**src/rtl/dco_tune_encoder_if.sv**
```systemverilog
// Tuning-word handshake between the ADPLL loop filter/FSM (master) and the
// DCO tune encoder (slave): one valid/ready pair plus the three bank targets.
interface dco_tune_encoder_if;
    logic       tune_valid;
    logic       tune_ready;
    logic [4:0] tune_l;
    logic [8:0] tune_m;
    logic [8:0] tune_s;

    modport master (
        output tune_valid,
        output tune_l,
        output tune_m,
        output tune_s,
        input  tune_ready
    );

    modport slave (
        input  tune_valid,
        input  tune_l,
        input  tune_m,
        input  tune_s,
        output tune_ready
    );
endinterface

```
**src/rtl/dco_tune_encoder.sv**
```systemverilog
// DCO capacitor-bank front end: clamps binary L/M/S tuning words, slews each
// bank code toward its target in bounded steps and drives registered r_all/row/col matrix selects.
module dco_tune_encoder #(
    parameter int unsigned RST_L      = 12,
    parameter int unsigned RST_M      = 128,
    parameter int unsigned RST_S      = 128,
    parameter int unsigned MAX_STEP_L = 1,
    parameter int unsigned MAX_STEP_M = 16,
    parameter int unsigned MAX_STEP_S = 0
) (
    input  logic                      clk,
    input  logic                      rst_n,
    input  logic                      en,
    dco_tune_encoder_if.slave         tune,
    output logic [4:0]                c_l_r_all,
    output logic [4:0]                c_l_row,
    output logic [4:0]                c_l_col,
    output logic [15:0]               c_m_r_all,
    output logic [15:0]               c_m_row,
    output logic [15:0]               c_m_col,
    output logic [15:0]               c_s_r_all,
    output logic [15:0]               c_s_row,
    output logic [15:0]               c_s_col,
    output logic                      sat,
    output logic                      upd_done
);

    typedef enum logic {
        ST_IDLE = 1'b0,
        ST_SLEW = 1'b1
    } state_t;

    typedef struct packed {
        logic [4:0] r_all;
        logic [4:0] row;
        logic [4:0] col;
    } enc_l_t;

    typedef struct packed {
        logic [15:0] r_all;
        logic [15:0] row;
        logic [15:0] col;
    } enc_ms_t;

    localparam logic [4:0] MAX_CODE_L = 5'd25;
    localparam logic [8:0] MAX_CODE_MS = 9'd256;

    localparam logic [9:0] STEP_L = 10'(MAX_STEP_L);
    localparam logic [9:0] STEP_M = 10'(MAX_STEP_M);
    localparam logic [9:0] STEP_S = 10'(MAX_STEP_S);

    localparam logic [4:0] INIT_L = 5'(RST_L);
    localparam logic [8:0] INIT_M = 9'(RST_M);
    localparam logic [8:0] INIT_S = 9'(RST_S);

    // 5x5 L array: F = N/5 full rows, P = N%5 cells in the partial row.
    function automatic enc_l_t encode_l(input logic [4:0] n);
        enc_l_t     e;
        logic [2:0] f;
        logic [2:0] p;
        f       = 3'(n / 5'd5);
        p       = 3'(n % 5'd5);
        e.r_all = 5'((6'd1 << f) - 6'd1);
        e.col   = 5'((6'd1 << p) - 6'd1);
        e.row   = (p != 3'd0) ? 5'(6'd1 << f) : 5'd0;
        return e;
    endfunction

    // 16x16 M/S arrays: the divide by 16 is just the upper/lower code bits.
    function automatic enc_ms_t encode_ms(input logic [8:0] n);
        enc_ms_t    e;
        logic [4:0] f;
        logic [3:0] p;
        f       = n[8:4];
        p       = n[3:0];
        e.r_all = 16'((17'd1 << f) - 17'd1);
        e.col   = 16'((17'd1 << p) - 17'd1);
        e.row   = (p != 4'd0) ? 16'(17'd1 << f) : 16'd0;
        return e;
    endfunction

    // One slew step; a zero step limit jumps straight to the target.
    function automatic logic [8:0] slew(input logic [8:0] cur,
                                        input logic [8:0] tgt,
                                        input logic [9:0] max_step);
        logic signed [9:0] diff;
        logic        [9:0] mag;
        diff = $signed({1'b0, tgt}) - $signed({1'b0, cur});
        mag  = diff[9] ? 10'(-diff) : 10'(diff);
        if ((max_step == 10'd0) || (mag <= max_step))
            return tgt;
        else if (diff[9])
            return cur - max_step[8:0];
        else
            return cur + max_step[8:0];
    endfunction

    state_t     r_state;
    state_t     w_next_state;

    logic [4:0] r_code_l;
    logic [8:0] r_code_m;
    logic [8:0] r_code_s;
    logic [4:0] r_tgt_l;
    logic [8:0] r_tgt_m;
    logic [8:0] r_tgt_s;

    enc_l_t     r_enc_l;
    enc_ms_t    r_enc_m;
    enc_ms_t    r_enc_s;
    logic       r_sat;
    logic       r_upd_done;

    logic       w_accept;
    logic       w_step;
    logic       w_sat;
    logic       w_upd_done;
    logic       w_all_done;
    logic [4:0] w_tgt_l;
    logic [8:0] w_tgt_m;
    logic [8:0] w_tgt_s;
    logic [4:0] w_code_l;
    logic [8:0] w_code_m;
    logic [8:0] w_code_s;

    assign tune.tune_ready = en & (r_state == ST_IDLE);
    assign w_accept        = tune.tune_valid & tune.tune_ready;
    assign w_step          = en & ((r_state == ST_SLEW) | w_accept);

    assign w_sat = w_accept & ((tune.tune_l > MAX_CODE_L) |
                               (tune.tune_m > MAX_CODE_MS) |
                               (tune.tune_s > MAX_CODE_MS));

    // The accept edge already steps toward the freshly clamped targets.
    assign w_tgt_l = !w_accept ? r_tgt_l :
                     (tune.tune_l > MAX_CODE_L) ? MAX_CODE_L : tune.tune_l;
    assign w_tgt_m = !w_accept ? r_tgt_m :
                     (tune.tune_m > MAX_CODE_MS) ? MAX_CODE_MS : tune.tune_m;
    assign w_tgt_s = !w_accept ? r_tgt_s :
                     (tune.tune_s > MAX_CODE_MS) ? MAX_CODE_MS : tune.tune_s;

    assign w_code_l = w_step ? 5'(slew({4'd0, r_code_l}, {4'd0, w_tgt_l}, STEP_L)) : r_code_l;
    assign w_code_m = w_step ? slew(r_code_m, w_tgt_m, STEP_M) : r_code_m;
    assign w_code_s = w_step ? slew(r_code_s, w_tgt_s, STEP_S) : r_code_s;

    assign w_all_done = (w_code_l == w_tgt_l) & (w_code_m == w_tgt_m) & (w_code_s == w_tgt_s);

    // NOTE: every always_comb output gets a default first so no path can infer a latch.
    always_comb begin
        w_next_state = r_state;
        w_upd_done   = 1'b0;
        if (w_step) begin
            if (w_all_done) begin
                w_next_state = ST_IDLE;
                w_upd_done   = 1'b1;
            end else begin
                w_next_state = ST_SLEW;
            end
        end
    end

    // NOTE: sequential state uses non-blocking assignments so all registers update together.
    always_ff @(posedge clk or negedge rst_n) begin
        if (!rst_n) begin
            r_state    <= ST_IDLE;
            r_code_l   <= INIT_L;
            r_code_m   <= INIT_M;
            r_code_s   <= INIT_S;
            r_tgt_l    <= INIT_L;
            r_tgt_m    <= INIT_M;
            r_tgt_s    <= INIT_S;
            r_enc_l    <= encode_l(INIT_L);
            r_enc_m    <= encode_ms(INIT_M);
            r_enc_s    <= encode_ms(INIT_S);
            r_sat      <= 1'b0;
            r_upd_done <= 1'b0;
        end else begin
            r_state    <= w_next_state;
            r_tgt_l    <= w_tgt_l;
            r_tgt_m    <= w_tgt_m;
            r_tgt_s    <= w_tgt_s;
            r_code_l   <= w_code_l;
            r_code_m   <= w_code_m;
            r_code_s   <= w_code_s;
            r_enc_l    <= encode_l(w_code_l);
            r_enc_m    <= encode_ms(w_code_m);
            r_enc_s    <= encode_ms(w_code_s);
            r_sat      <= w_sat;
            r_upd_done <= w_upd_done;
        end
    end

    assign c_l_r_all = r_enc_l.r_all;
    assign c_l_row   = r_enc_l.row;
    assign c_l_col   = r_enc_l.col;
    assign c_m_r_all = r_enc_m.r_all;
    assign c_m_row   = r_enc_m.row;
    assign c_m_col   = r_enc_m.col;
    assign c_s_r_all = r_enc_s.r_all;
    assign c_s_row   = r_enc_s.row;
    assign c_s_col   = r_enc_s.col;
    assign sat       = r_sat;
    assign upd_done  = r_upd_done;

endmodule

```
**src/flat_wrapper.sv**
```systemverilog
// flat-port wrapper written by rule: the top's interface ports become plain ports
module dco_tune_encoder_flat 
#(
    parameter int unsigned RST_L      = 12,
    parameter int unsigned RST_M      = 128,
    parameter int unsigned RST_S      = 128,
    parameter int unsigned MAX_STEP_L = 1,
    parameter int unsigned MAX_STEP_M = 16,
    parameter int unsigned MAX_STEP_S = 0
)
  (clk, rst_n, en, c_l_r_all, c_l_row, c_l_col, c_m_r_all, c_m_row, c_m_col, c_s_r_all, c_s_row, c_s_col, sat, upd_done, tune_tune_valid, tune_tune_l, tune_tune_m, tune_tune_s, tune_tune_ready);
  dco_tune_encoder_if tune_i ();
  input  logic clk;
  input  logic rst_n;
  input  logic en;
  output logic [4:0] c_l_r_all;
  output logic [4:0] c_l_row;
  output logic [4:0] c_l_col;
  output logic [15:0] c_m_r_all;
  output logic [15:0] c_m_row;
  output logic [15:0] c_m_col;
  output logic [15:0] c_s_r_all;
  output logic [15:0] c_s_row;
  output logic [15:0] c_s_col;
  output logic sat;
  output logic upd_done;
  input wire logic [$bits(tune_i.tune_valid)-1:0] tune_tune_valid;
  input wire logic [$bits(tune_i.tune_l)-1:0] tune_tune_l;
  input wire logic [$bits(tune_i.tune_m)-1:0] tune_tune_m;
  input wire logic [$bits(tune_i.tune_s)-1:0] tune_tune_s;
  output wire logic [$bits(tune_i.tune_ready)-1:0] tune_tune_ready;
  assign tune_i.tune_valid = tune_tune_valid;
  assign tune_i.tune_l = tune_tune_l;
  assign tune_i.tune_m = tune_tune_m;
  assign tune_i.tune_s = tune_tune_s;
  assign tune_tune_ready = tune_i.tune_ready;
  dco_tune_encoder #(.RST_L(RST_L), .RST_M(RST_M), .RST_S(RST_S), .MAX_STEP_L(MAX_STEP_L), .MAX_STEP_M(MAX_STEP_M), .MAX_STEP_S(MAX_STEP_S)) u_core (.clk(clk), .rst_n(rst_n), .en(en), .tune(tune_i), .c_l_r_all(c_l_r_all), .c_l_row(c_l_row), .c_l_col(c_l_col), .c_m_r_all(c_m_r_all), .c_m_row(c_m_row), .c_m_col(c_m_col), .c_s_r_all(c_s_r_all), .c_s_row(c_s_row), .c_s_col(c_s_col), .sat(sat), .upd_done(upd_done));
endmodule
```
**config.mk**
```make
export PLATFORM = sky130hd
export DESIGN_NAME = dco_tune_encoder_flat
export DESIGN_NICKNAME = d
export VERILOG_FILES = /design/src/rtl/dco_tune_encoder_if.sv /design/src/rtl/dco_tune_encoder.sv /design/src/flat_wrapper.sv
export SDC_FILE = /design/constraint.sdc
export NUM_CORES = 1
export LEC_CHECK = 0
export CAP_MARGIN = 0
export CORE_ASPECT_RATIO = 2
export CORE_MARGIN = 5
export CORE_UTILIZATION = 58
export CTS_CLUSTER_DIAMETER = 30
export CTS_CLUSTER_SIZE = 14
export DETAILED_ROUTE_END_ITERATION = 10
export PLACE_DENSITY = 0.95
export SYNTH_ARGS = -nofsm -noshare
export SYNTH_HDL_FRONTEND = slang
export SYNTH_SLANG_ARGS = --single-unit
```
**constraint.sdc**
```tcl
create_clock -name clk -period 22 [get_ports clk]
set_clock_uncertainty 0.1 [all_clocks]
set_input_delay 4.4 -clock clk [delete_from_list [all_inputs] [get_ports clk]]
set_output_delay 4.4 -clock clk [all_outputs]
set_load 0.01 [all_outputs]
```
Word-level counts from Yosys, hierarchy flattened
Cells that the tools add are included.
{"block": "word_totals", "input_bits": 27, "out_inout_bits": 114, "ff_bits": 160}
{"block": "op_classes", "n_reduce_logical": 3, "n_eq_ne": 3, "mux": 21, "shifts": 6, "addsub": 14, "n_div": 2, "n_bitwise": 10, "magnitude_cmp": 5}
{"operator": "two-way mux 9 bit", "n": 8}
{"operator": "subtractor 16 x 1 -> 16 bit (second input constant)", "n": 4}
{"operator": "two-way mux 16 bit", "n": 2}
{"operator": "left shift 1 x 4 -> 16 bit (first input constant)", "n": 2}
{"operator": "left shift 1 x 5 -> 16 bit (first input constant)", "n": 2}
{"operator": "two-way mux 5 bit", "n": 6}
{"operator": "two-way mux 10 bit", "n": 2}
{"operator": "negator 10 bit", "n": 2}
{"operator": "== test 9 bit", "n": 2}
{"operator": "greater-than comparator 9 bit (second input constant)", "n": 2}
{"operator": "subtractor 5 x 1 -> 5 bit (second input constant)", "n": 3}
{"operator": "<= comparator 10 x 1 -> 1 bit (second input constant)", "n": 1}
{"operator": "<= comparator 10 x 5 -> 1 bit (second input constant)", "n": 1}
{"operator": "left shift 1 x 3 -> 5 bit (first input constant)", "n": 2}
{"operator": "subtractor 9 x 9 -> 10 bit", "n": 1}
{"operator": "adder 9 x 5 -> 9 bit (second input constant)", "n": 1}
{"operator": "subtractor 9 x 5 -> 9 bit (second input constant)", "n": 1}
{"operator": "nonzero test 4 bit", "n": 2}
{"operator": "AND 1 bit", "n": 6}
{"operator": "subtractor 5 x 5 -> 6 bit", "n": 1}
{"operator": "adder 5 x 1 -> 5 bit (second input constant)", "n": 1}
{"operator": "divider 5 x 3 -> 5 bit (second input constant)", "n": 1}
{"operator": "== test 5 bit", "n": 1}
{"operator": "greater-than comparator 5 bit (second input constant)", "n": 1}
{"operator": "other kinds (5)", "n": 9}

Depth between registers and ports, before layout
Gate-level depths: netlist of the first run.
{"block": "logic_depth", "word_depth": 15, "ltp_mapped": 33, "ltp_nobuf": 31}

Worst setup path after synthesis of the first run
Ideal clock, no wire load.
{"block": "synth_path", "kind": "input to register", "start": "input tune_tune_valid", "end": "register u_core.r_enc_l, in the netlist u_core.c_l_col[4]", "n_path_buf": 2, "required_time_ns": 21.776, "t_arrival_ns": 10.884, "slack_ns": 10.892, "cell_stages": 31, "cell_sequence": "nand3b_1 -> clkbuf_1 -> mux2i_1 -> inv_1 -> ha_1 -> buf_6 -> and2_4 -> a221o_1 -> nor2_2 -> ha_1 -> a21o_1 -> a21oi_1 -> xor2_1 -> nor2_1 -> a22o_1 -> a211o_1 -> inv_1 -> ha_1 -> inv_1 -> nor3_1 -> a211o_1 -> a222oi_1 -> mux2_2 -> and2_1 -> o32ai_1 -> nand3_1 -> ha_1 -> a31oi_1 -> o21ai_0 -> a2bb2oi_1 -> a211o_1"}
{"block": "synth_via", "elab_chain_cells": 11}
{"item": "start, declared", "line_no": "flat_wrapper.sv:27", "text": "input wire logic [$bits(tune_i.tune_valid)-1:0] tune_tune_valid;"}
{"item": "AND 1 bit (*)", "line_no": "dco_tune_encoder.sv:127", "text": "assign w_accept = tune.tune_valid & tune.tune_ready;"}
{"item": "two-way mux 5 bit (*)", "line_no": "dco_tune_encoder.sv:135", "text": "assign w_tgt_l = !w_accept ? r_tgt_l :"}
{"item": "named net u_core.w_tgt_l[3]", "line_no": "dco_tune_encoder.sv:119", "text": "logic [4:0] w_tgt_l;"}
{"item": "subtractor 5 x 5 -> 6 bit", "line_no": "dco_tune_encoder.sv:88", "text": "diff = $signed({1'b0, tgt}) - $signed({1'b0, cur});"}
{"item": "negator 10 bit", "line_no": "dco_tune_encoder.sv:89", "text": "mag = diff[9] ? 10'(-diff) : 10'(diff);"}
{"item": "two-way mux 10 bit", "line_no": "dco_tune_encoder.sv:89"}
{"item": "<= comparator 10 x 1 -> 1 bit", "line_no": "dco_tune_encoder.sv:90", "text": "if ((max_step == 10'd0) || (mag <= max_step))"}
{"item": "two-way mux 5 bit (*)", "line_no": "dco_tune_encoder.sv:90"}
{"item": "two-way mux 5 bit (*)", "line_no": "dco_tune_encoder.sv:142", "text": "assign w_code_l = w_step ? 5'(slew({4'd0, r_code_l}, {4'd0, w_tgt_l}, STEP_L)) : r_code_l;"}
{"item": "named net u_core.w_code_l[3]", "line_no": "dco_tune_encoder.sv:122", "text": "logic [4:0] w_code_l;"}
{"item": "remainder unit 5 x 3 -> 5 bit (*)", "line_no": "dco_tune_encoder.sv:62", "text": "p = 3'(n % 5'd5);"}
{"item": "left shift 1 x 3 -> 5 bit (*)", "line_no": "dco_tune_encoder.sv:64", "text": "e.col = 5'((6'd1 << p) - 6'd1);"}
{"item": "subtractor 5 x 1 -> 5 bit (*)", "line_no": "dco_tune_encoder.sv:64"}
{"item": "end signal, assigned", "line_no": "dco_tune_encoder.sv:172", "text": "r_enc_l <= encode_l(INIT_L);"}
{"item": "end signal, assigned", "line_no": "dco_tune_encoder.sv:185", "text": "r_enc_l <= encode_l(w_code_l);"}
{"item": "end, declared", "line_no": "dco_tune_encoder.sv:108", "text": "enc_l_t r_enc_l;"}
The timed path passes the listed nets; every way through them passes the cells marked *.
A chain may end at the register's enable or synchronous reset.

Worst setup path after layout of the first run
{"block": "layout_path", "start": "input en", "end": "register u_core.r_enc_l, in the netlist u_core.c_l_col[4]"}
{"block": "layout_via", "elab_chain_cells": 12}
{"item": "start, declared", "line_no": "flat_wrapper.sv:15", "text": "input logic en;"}
{"item": "AND 1 bit (*)", "line_no": "dco_tune_encoder.sv:126", "text": "assign tune.tune_ready = en & (r_state == ST_IDLE);"}
{"item": "AND 1 bit (*)", "line_no": "dco_tune_encoder.sv:127"}
{"item": "two-way mux 5 bit (*)", "line_no": "dco_tune_encoder.sv:135"}
{"item": "named net u_core.w_tgt_l[3]", "line_no": "dco_tune_encoder.sv:119"}
{"item": "subtractor 5 x 5 -> 6 bit", "line_no": "dco_tune_encoder.sv:88"}
{"item": "negator 10 bit", "line_no": "dco_tune_encoder.sv:89"}
{"item": "two-way mux 10 bit", "line_no": "dco_tune_encoder.sv:89"}
{"item": "<= comparator 10 x 1 -> 1 bit", "line_no": "dco_tune_encoder.sv:90"}
{"item": "two-way mux 5 bit (*)", "line_no": "dco_tune_encoder.sv:90"}
{"item": "two-way mux 5 bit (*)", "line_no": "dco_tune_encoder.sv:142"}
{"item": "named net u_core.w_code_l[3]", "line_no": "dco_tune_encoder.sv:122"}
{"item": "remainder unit 5 x 3 -> 5 bit (*)", "line_no": "dco_tune_encoder.sv:62"}
{"item": "left shift 1 x 3 -> 5 bit (*)", "line_no": "dco_tune_encoder.sv:64"}
{"item": "subtractor 5 x 1 -> 5 bit (*)", "line_no": "dco_tune_encoder.sv:64"}
Marked as above.

==> impl_summary.txt, run 1 <==
----------------------------------------------------
[STA]
  Setup repair after global routing missed its margin ... false
  Min Clock Period, post-route ... between 10 and 15 ns
  Max frequency ... between 80 and 90 MHz
  Final setup violation count ... 0
  Sum Neg Setup Slack ... 0 ns
  Worst Tran Pin Value ... 1.112 ns
  Normalized max-slew margin ... around 26%
  Final count of pins violating max slew ... 0
  Final cycle utilization of the critical path ... about 55%
  Final hold viol count ... 0

[Worst hold path]
  Worst hold path stage count ... 2
  Sink of the worst hold path ... u_core.r_tgt_s[6]$_DFF_PN0_
  Hold path startpoint ... u_core.r_tgt_s[6]$_DFF_PN0_
  Class of the worst hold path ... register to register

[Placement]
  Count of input and output buffers ... 140
  Half-perimeter wire length after placement ... approximately 17 mm
  Routability Congestion ... 0.9536

[Global route]
  Initial antenna violation count ... 1
  Global-route wire length before repair ... between 40 and 50 mm
  Overflow left after global routing ... 0
  Global Route Usage Sum ... 29.49%
  Pin count of the biggest net entering global routing ... between 90 and 100
  Via count of the first global-routing pass ... 8086

[Setup path]
  WP data required ... ~22 ns
  Worst r2r dst ... u_core.c_l_col[4]$_DFF_PN0_
  Data arrival time of the critical path ... between 10 and 15 ns
  Critical-path cell with the highest stage delay ... a222oi_1
  Count of buffer and inverter cells on the critical path ... 5
  Worst-case register-to-register setup slack ... between 10 and 15 ns
  Worst Reg-to-Reg Cells ... 30
  Top Family by Delay on Critical Path ... compound AO/OA/AOI/OAI gates
  Most common cell type on the critical path ... ha_1
  Worst-path fanout max ... 38
  Startpoint of the worst register-to-register path ... u_core.r_state$_DFFE_PN0P_
  Slowest cell delay on critical path ... roughly 0.73 ns
  Endpoint kind of the worst setup timing path ... register
  Type of element launching the critical path ... primary input
  Start-to-end type of the worst setup path ... primary input to register

[Yosys]
  Most common flop cell mapped by yosys ... dfrtp_1
  Synthesis-stage register bit count ... between 150 and 200
  Xor/xnor cell area share of the yosys netlist ... about 3.6%
  Fraction of synthesized cell area taken by the top area cell type ... 38.55%
  Post-synthesis average cell area ... ~9.5 sq um
  Post-synth top area cell ... dfrtp_1
  Largest family of logic cells by synthesized area ... simple AND/OR/NAND/NOR gates
  Synth warn ... 0
  Simple-Gate Fraction of Synth Area ... a little under a fifth
  Syn Std Cell Area ... roughly 0.0085 sq mm
  Number of instances in the synthesized netlist ... roughly 900
  Async set-or-reset flop fraction in the synthesized netlist ... between 90% and 100%
  Area fraction in compound gates after synthesis ... between 10% and 20%
  Fraction of the mapped netlist area in adder cells ... between 5 and 6%
  Top post-synthesis cells by area ... dfrtp_1, dfstp_2, ha_1, nand2_1, nor2_1
  Number of synthesized flops with an enable pin ... 0
  Sequential cell area fraction in the yosys report ... between 40% and 50%
  Count of unique library cells instantiated by Yosys ... slightly below 90
  Mux cell area share after synthesis ... 2.428%

[Floorplan]
  Core ar. ... roughly 0.014 sq mm
  Horizontal extent of the die ... 95.62 um
  Initial cell density of the core ... roughly 59%
  Row count ... 62
  Die Y-Extent ... about 180 um
  Die Outline Area ... about 0.017 sq mm
  IO Pins ... approximately 140

[Route]
  Total DRC errors in the routed layout ... 0
  Post-route ant nets ... 0
  Detailed-route wire length per cell ... 19.59 um
  Routed WL ... around 24 mm
  Total number of vias ... around 7700
  Drt via density ... 6.223
  First-pass DRT Iterations ... 5
  Initial detailed-routing violation count ... ~660

[Clocking]
  Count of H-tree levels built during CTS ... 4
  CTS root buffer ... clkbuf_16
  Cts bufs inserted ... 17
  TritonCTS clock tree ... yes
  Latest clock arrival within the worst-skew pair ... between 0.4 and 0.5 ns
  Number of buffers added for setup after CTS ... 0
  Clock-pin slew of the registers on the worst-case setup and hold paths ... approximately 0.070 ns
  # resized after CTS ... 0
  Number of hold buffers added after cts ... 0
  Number of sinks handled by clock tree synthesis ... 160
  Clock Path Buffers ... 2

[Job]
  Count of max-cap constraint violations ... 0

[Final layout]
  Most frequent cells in the layout ... clkdlybuf4s50_1, dfrtp_1, nand2_1, nor2_1, inv_1
  Fraction of final layout cells with drive strength greater than 1 ... about a tenth
  Fillcell total ... between 800 and 900
  Area delta synth->final ... 26.13%
  Most common cell after layout, fill and taps aside ... clkdlybuf4s50_1
  Net count, final ... 1099
  Combined area of the multi-input logic cells ... slightly above 0.004 sq mm
  Sequential cell area in the final layout ... between 0.004 and 0.005 sq mm

[Status]
  Outcome ... completed

----------------------------------------------------
cell families (layout without fill, tap and decap cells):
logic type	after synthesis	in the layout
DFF	160	160
other	1	3
and+or+nand+nor	326	326
buffers and inverters	101	254
adders and majority gates	35	35
AOI/OAI and AO/OA	219	219
muxes	20	20
xor gates and xnor gates	34	34
sequential cells by signal, indices dropped and copies added (netlist names), 9 cells and up:
register	flops
u_core.r_code_s	9
u_core.r_tgt_m	9
u_core.r_code_m	9
u_core.c_s_row	16
u_core.r_tgt_s	9
u_core.c_s_r_all	16
u_core.c_m_r_all	16
u_core.c_m_col	16
u_core.c_s_col	16
u_core.c_m_row	16
layer usage:
layer	GRT usage (%)	share of wire, %	vias up
met5	0	0	-
met3	5.870	7.0	144
li1	-	-	3433
met4	17.10	6.4	0
met1	29.28	32	3696
met2	54.24	55	462
layout make-up:
cell class	instances	share of cell area (%)
clock inverter	15	1.808
tap	192	2.240
inverter	73	2.555
clock buffer	17	3.966
antenna	1	0.02333
multi-input combinational	636	38.03
sequential	160	37.67
timing repair buffer	149	13.71
synthesized netlist by cell type, types with 18 or more instances:
master and number:
a21oi_1 46, clkbuf_1 22, nor3_1 34, nand2_1 88, ha_1 31, nand3_1 26, dfstp_2 29, dfrtp_1 131
nor2_1 82, xnor2_1 21, inv_1 69, nand2b_1 18, o21ai_0 48
how the worst max path moves through the flow:
stage	slack (ns)	cells after the start	from	end
2_1_floorplan	10.89	31	tune_tune_valid	u_core.c_l_col[4]$_DFF_PN0_
3_3_place_gp	9.90	31	en	u_core.c_l_col[4]$_DFF_PN0_
3_5_place_dp	9.67	31	en	u_core.c_l_col[4]$_DFF_PN0_
4_1_cts	10.02	31	en	u_core.c_l_col[4]$_DFF_PN0_
5_1_grt	9.44	27	en	u_core.c_m_r_all[6]$_DFF_PN1_
6_report	9.88	31	en	u_core.c_l_col[4]$_DFF_PN0_
worst reg2reg max path, delay by kind of cell, from the launching register on:
kind / cells / cell delay, ns
flops: 1 / 0.47
xor+xnor: 1 / 0.17
buf+inv: 4 / 0.81
fa+ha+maj: 4 / 1.28
simple gates: 7 / 1.19
mux: 2 / 0.79
compound gates: 12 / 3.20
metrics by stage:
| step | instance area (sq um) | util [%] | setup WS [ns] | hold WS [ns] | std cells |
|---|---|---|---|---|---|
| finish | 10730 | 74.73 | 9.883 | 0.3809 | 1243 |
| global route | 10730 | 74.73 | 9.438 | 0.4072 | 1243 |
| CTS | 10720 | 74.72 | 10.02 | 0.3853 | 1242 |
| detailed placement | 10100 | 70.40 | 9.671 | 0.3631 | 1210 |
| global placement | 10100 | 70.40 | 9.898 | 0.3491 | 1210 |
| floorplan | 8507 | - | 10.89 | 0.3363 | 897 |
Power of run 1 is not shown: default switching activity piles up to over one toggle a cycle in this logic, so the estimate is an artifact.
==> run 2, diff against run 1 <==
--- a/config.mk
+++ b/config.mk
@@ -8,11 +8,11 @@
 export CAP_MARGIN = 0
 export CORE_ASPECT_RATIO = 2
 export CORE_MARGIN = 5
-export CORE_UTILIZATION = 58
+export CORE_UTILIZATION = 54
 export CTS_CLUSTER_DIAMETER = 30
 export CTS_CLUSTER_SIZE = 14
 export DETAILED_ROUTE_END_ITERATION = 10
-export PLACE_DENSITY = 0.95
+export PLACE_DENSITY = 0.93
 export SYNTH_ARGS = -nofsm -noshare
 export SYNTH_HDL_FRONTEND = slang
 export SYNTH_SLANG_ARGS = --single-unit
==> constraint.sdc (replaced) <==
create_clock -name clk -period 12.4 [get_ports clk]
set_clock_uncertainty 0.1 [all_clocks]
set_input_delay 2.48 -clock clk [delete_from_list [all_inputs] [get_ports clk]]
set_output_delay 2.48 -clock clk [all_outputs]
set_load 0.01 [all_outputs]
==> run 2 against run 1 <==
Against the previous run:
- highest routed layer unchanged
- via count fell by 5.4%
- critical endpoint unchanged
- critical path depth did not move
- design area fell by 0.36%
==> impl_summary.txt, run 2 (same netlist as run 1, synthesis figures left out) <==
----------------------------------------------------
[Final layout]
  Net count, final ... 1099 (unchanged)
  Fraction of final layout cells with drive strength greater than 1 ... 9.333% (unchanged)
  Fillcell total ... 1164 (+30%)
  Most frequent cells in the layout ... clkdlybuf4s50_1, dfrtp_1, nand2_1, nor2_1, inv_1
  Inserted Diodes ... 0 (-1)
  Most common cell after layout, fill and taps aside ... clkdlybuf4s50_1
  Area delta synth->final ... 25.68%
  Fin area ... 0.01069 sq mm (-0.36%)

[Clocking]
  Number of hold buffers added after cts ... 0 (unchanged)
  Cts bufs inserted ... 17 (unchanged)
  Clock Path Buffers ... 2 (unchanged)
  Clock-pin slew of the registers on the worst-case setup and hold paths ... 0.07 ns (about the same)
  Number of sinks handled by clock tree synthesis ... 160 (unchanged)
  Number of buffers added for setup after CTS ... 0 (unchanged)
  Count of H-tree levels built during CTS ... 4 (unchanged)
  # resized after CTS ... 0 (unchanged)
  TritonCTS clock tree ... yes
  CTS root buffer ... clkbuf_16
  Latest clock arrival within the worst-skew pair ... 0.42 ns (about the same)

[Placement]
  Routability Congestion ... 0.9073 (-4.9%)
  Count of input and output buffers ... 140 (unchanged)
  Pre-CTS worst setup slack ... 1.990 ns (-7.681 ns)
  Half-perimeter wire length after placement ... 15.16 mm (-10%)
  DP Area ... 0.01011 sq mm (+0.11%)

[Floorplan]
  Initial cell density of the core ... 54.46% (-4.8 points)
  Row count ... 65 (+4.8%)
  Die Outline Area ... 0.01851 sq mm (+6.8%)
  Core ar. ... 0.01562 sq mm (+8.8%)
  IO Pins ... 141 (unchanged)
  Horizontal extent of the die ... 98.73 um (+3.3%)
  Die Y-Extent ... 187.5 um (+3.4%)

[Route]
  Drt via density ... 5.850 (-6.0%)
  Post-route ant nets ... 0 (unchanged)
  Total DRC errors in the routed layout ... 0 (unchanged)
  Detailed-route wire length per cell ... 16.48 um (-16%)
  Routed WL ... 20.62 mm (-15%)
  Total number of vias ... 7318 (-5.4%)
  First-pass DRT Iterations ... 5 (unchanged)
  Initial detailed-routing violation count ... 547 (-17%)

[Global route]
  Via count of the first global-routing pass ... 7231 (-11%)
  Initial antenna violation count ... 0 (-1)
  Pin count of the biggest net entering global routing ... 91 (-2.2%)
  Global-route wire length before repair ... 34.71 mm (-13%)
  Overflow left after global routing ... 0 (unchanged)
  Global Route Usage Sum ... 22.76% (-6.7 points)

[STA]
  Hold slack final ... 0.3756 ns (-0.005375 ns)
  Final setup violation count ... 0 (unchanged)
  Fin worst setup slack ... 2.347 ns (-7.537 ns)
  Final count of pins violating max slew ... 0 (unchanged)
  Final cycle utilization of the critical path ... approximately four fifths
  Normalized max-slew margin ... 25.88% (+0.36 points)
  Setup repair after global routing missed its margin ... false
  Min Clock Period, post-route ... slightly above 10 ns
  Final hold viol count ... 0 (unchanged)
  Sum Neg Setup Slack ... 0 ns (unchanged)
  Worst Tran Pin Value ... 1.097 ns (-0.01461 ns)
  Max frequency ... 99.47 MHz

[Setup path]
  Slowest cell delay on critical path ... 0.70 ns (-0.03 ns)
  Data arrival time of the critical path ... 10.26 ns (-2.07 ns)
  Type of element launching the critical path ... primary input
  Critical-path cell with the highest stage delay ... a222oi_1
  Start-to-end type of the worst setup path ... primary input to register
  Most common cell type on the critical path ... ha_1
  WP data required ... 12.61 ns (-9.61 ns)
  Endpoint kind of the worst setup timing path ... register
  Worst-path fanout max ... 38 (unchanged)
  Worst-case register-to-register setup slack ... 4.44 ns (-9.43 ns)

[Status]
  Outcome ... completed

[Worst hold path]
  Class of the worst hold path ... register to register

[Job]
  Count of max-cap constraint violations ... 0 (unchanged)

----------------------------------------------------
[run 2: cell count changes in the layout (fill, tap and decap cells not counted)]
cell      before  now
inv_8          3    2
inv_12         1    0
diode_2        1    0
clkinv_4       0    1
clkinv_8       4    0
inv_6          3    6
clkinv_2       0    2
[run 2: cell type report]
type | instances | area, sq um | area share [%]
clock buffers | 17 | 425.4 | 3.981
multi-input cells | 636 | 4079 | 38.17
inverters | 73 | 274.0 | 2.564
repair buffers | 149 | 1470 | 13.76
well taps | 201 | 251.5 | 2.353
flip-flops and latches | 160 | 4040 | 37.81
clock inverters | 15 | 146.4 | 1.370
[run 2: final timing paths]
| path | from | endpoint | cells after the start |
|---|---|---|---|
| worst max-delay path | en | u_core.c_l_col[4]$_DFF_PN0_ | 31 |
| worst min-delay path | u_core.r_tgt_s[5]$_DFF_PN0_ | u_core.r_tgt_s[5]$_DFF_PN0_ | 2 |
| worst max register to register | u_core.r_state$_DFFE_PN0P_ | u_core.c_l_col[4]$_DFF_PN0_ | 30 |
| worst min register to register | u_core.r_tgt_s[5]$_DFF_PN0_ | u_core.r_tgt_s[5]$_DFF_PN0_ | 2 |
| max in group asynchronous | rst_n | u_core.c_m_r_all[11]$_DFF_PN0_ | 2 |
| min in group asynchronous | rst_n | u_core.c_m_col[6]$_DFF_PN0_ | 1 |
[run 2: per-layer routing]
metal | vias to the layer above | global-route usage (%) | part of all wire, %
met4 | 0 | 8.154 | 2.3
met3 | 44 | 4.629 | 6.6
met2 | 361 | 39.62 | 52
met5 | - | 0 | 0
met1 | 3474 | 27.69 | 39
li1 | 3439 | - | -
[run 2: stage by stage]
stage | util (%) | std cells
finish | 68.44 | 1251
global route | 68.44 | 1251
CTS | 68.44 | 1251
detailed placement | 64.78 | 1219
global placement | 64.78 | 1219
floorplan | - | 897
[run 2: worst max-delay path: cells and delay by family]
| kind | cells | cell delay, ns |
|---|---|---|
| adders and majority gates | 4 | 1.26 |
| muxes | 2 | 0.78 |
| AOI/OAI and AO/OA | 12 | 3.23 |
| buffers and inverters | 5 | 1.23 |
| xor gates and xnor gates | 1 | 0.17 |
| and+or+nand+nor | 7 | 1.10 |
Power of run 2 is left out for the same reason.
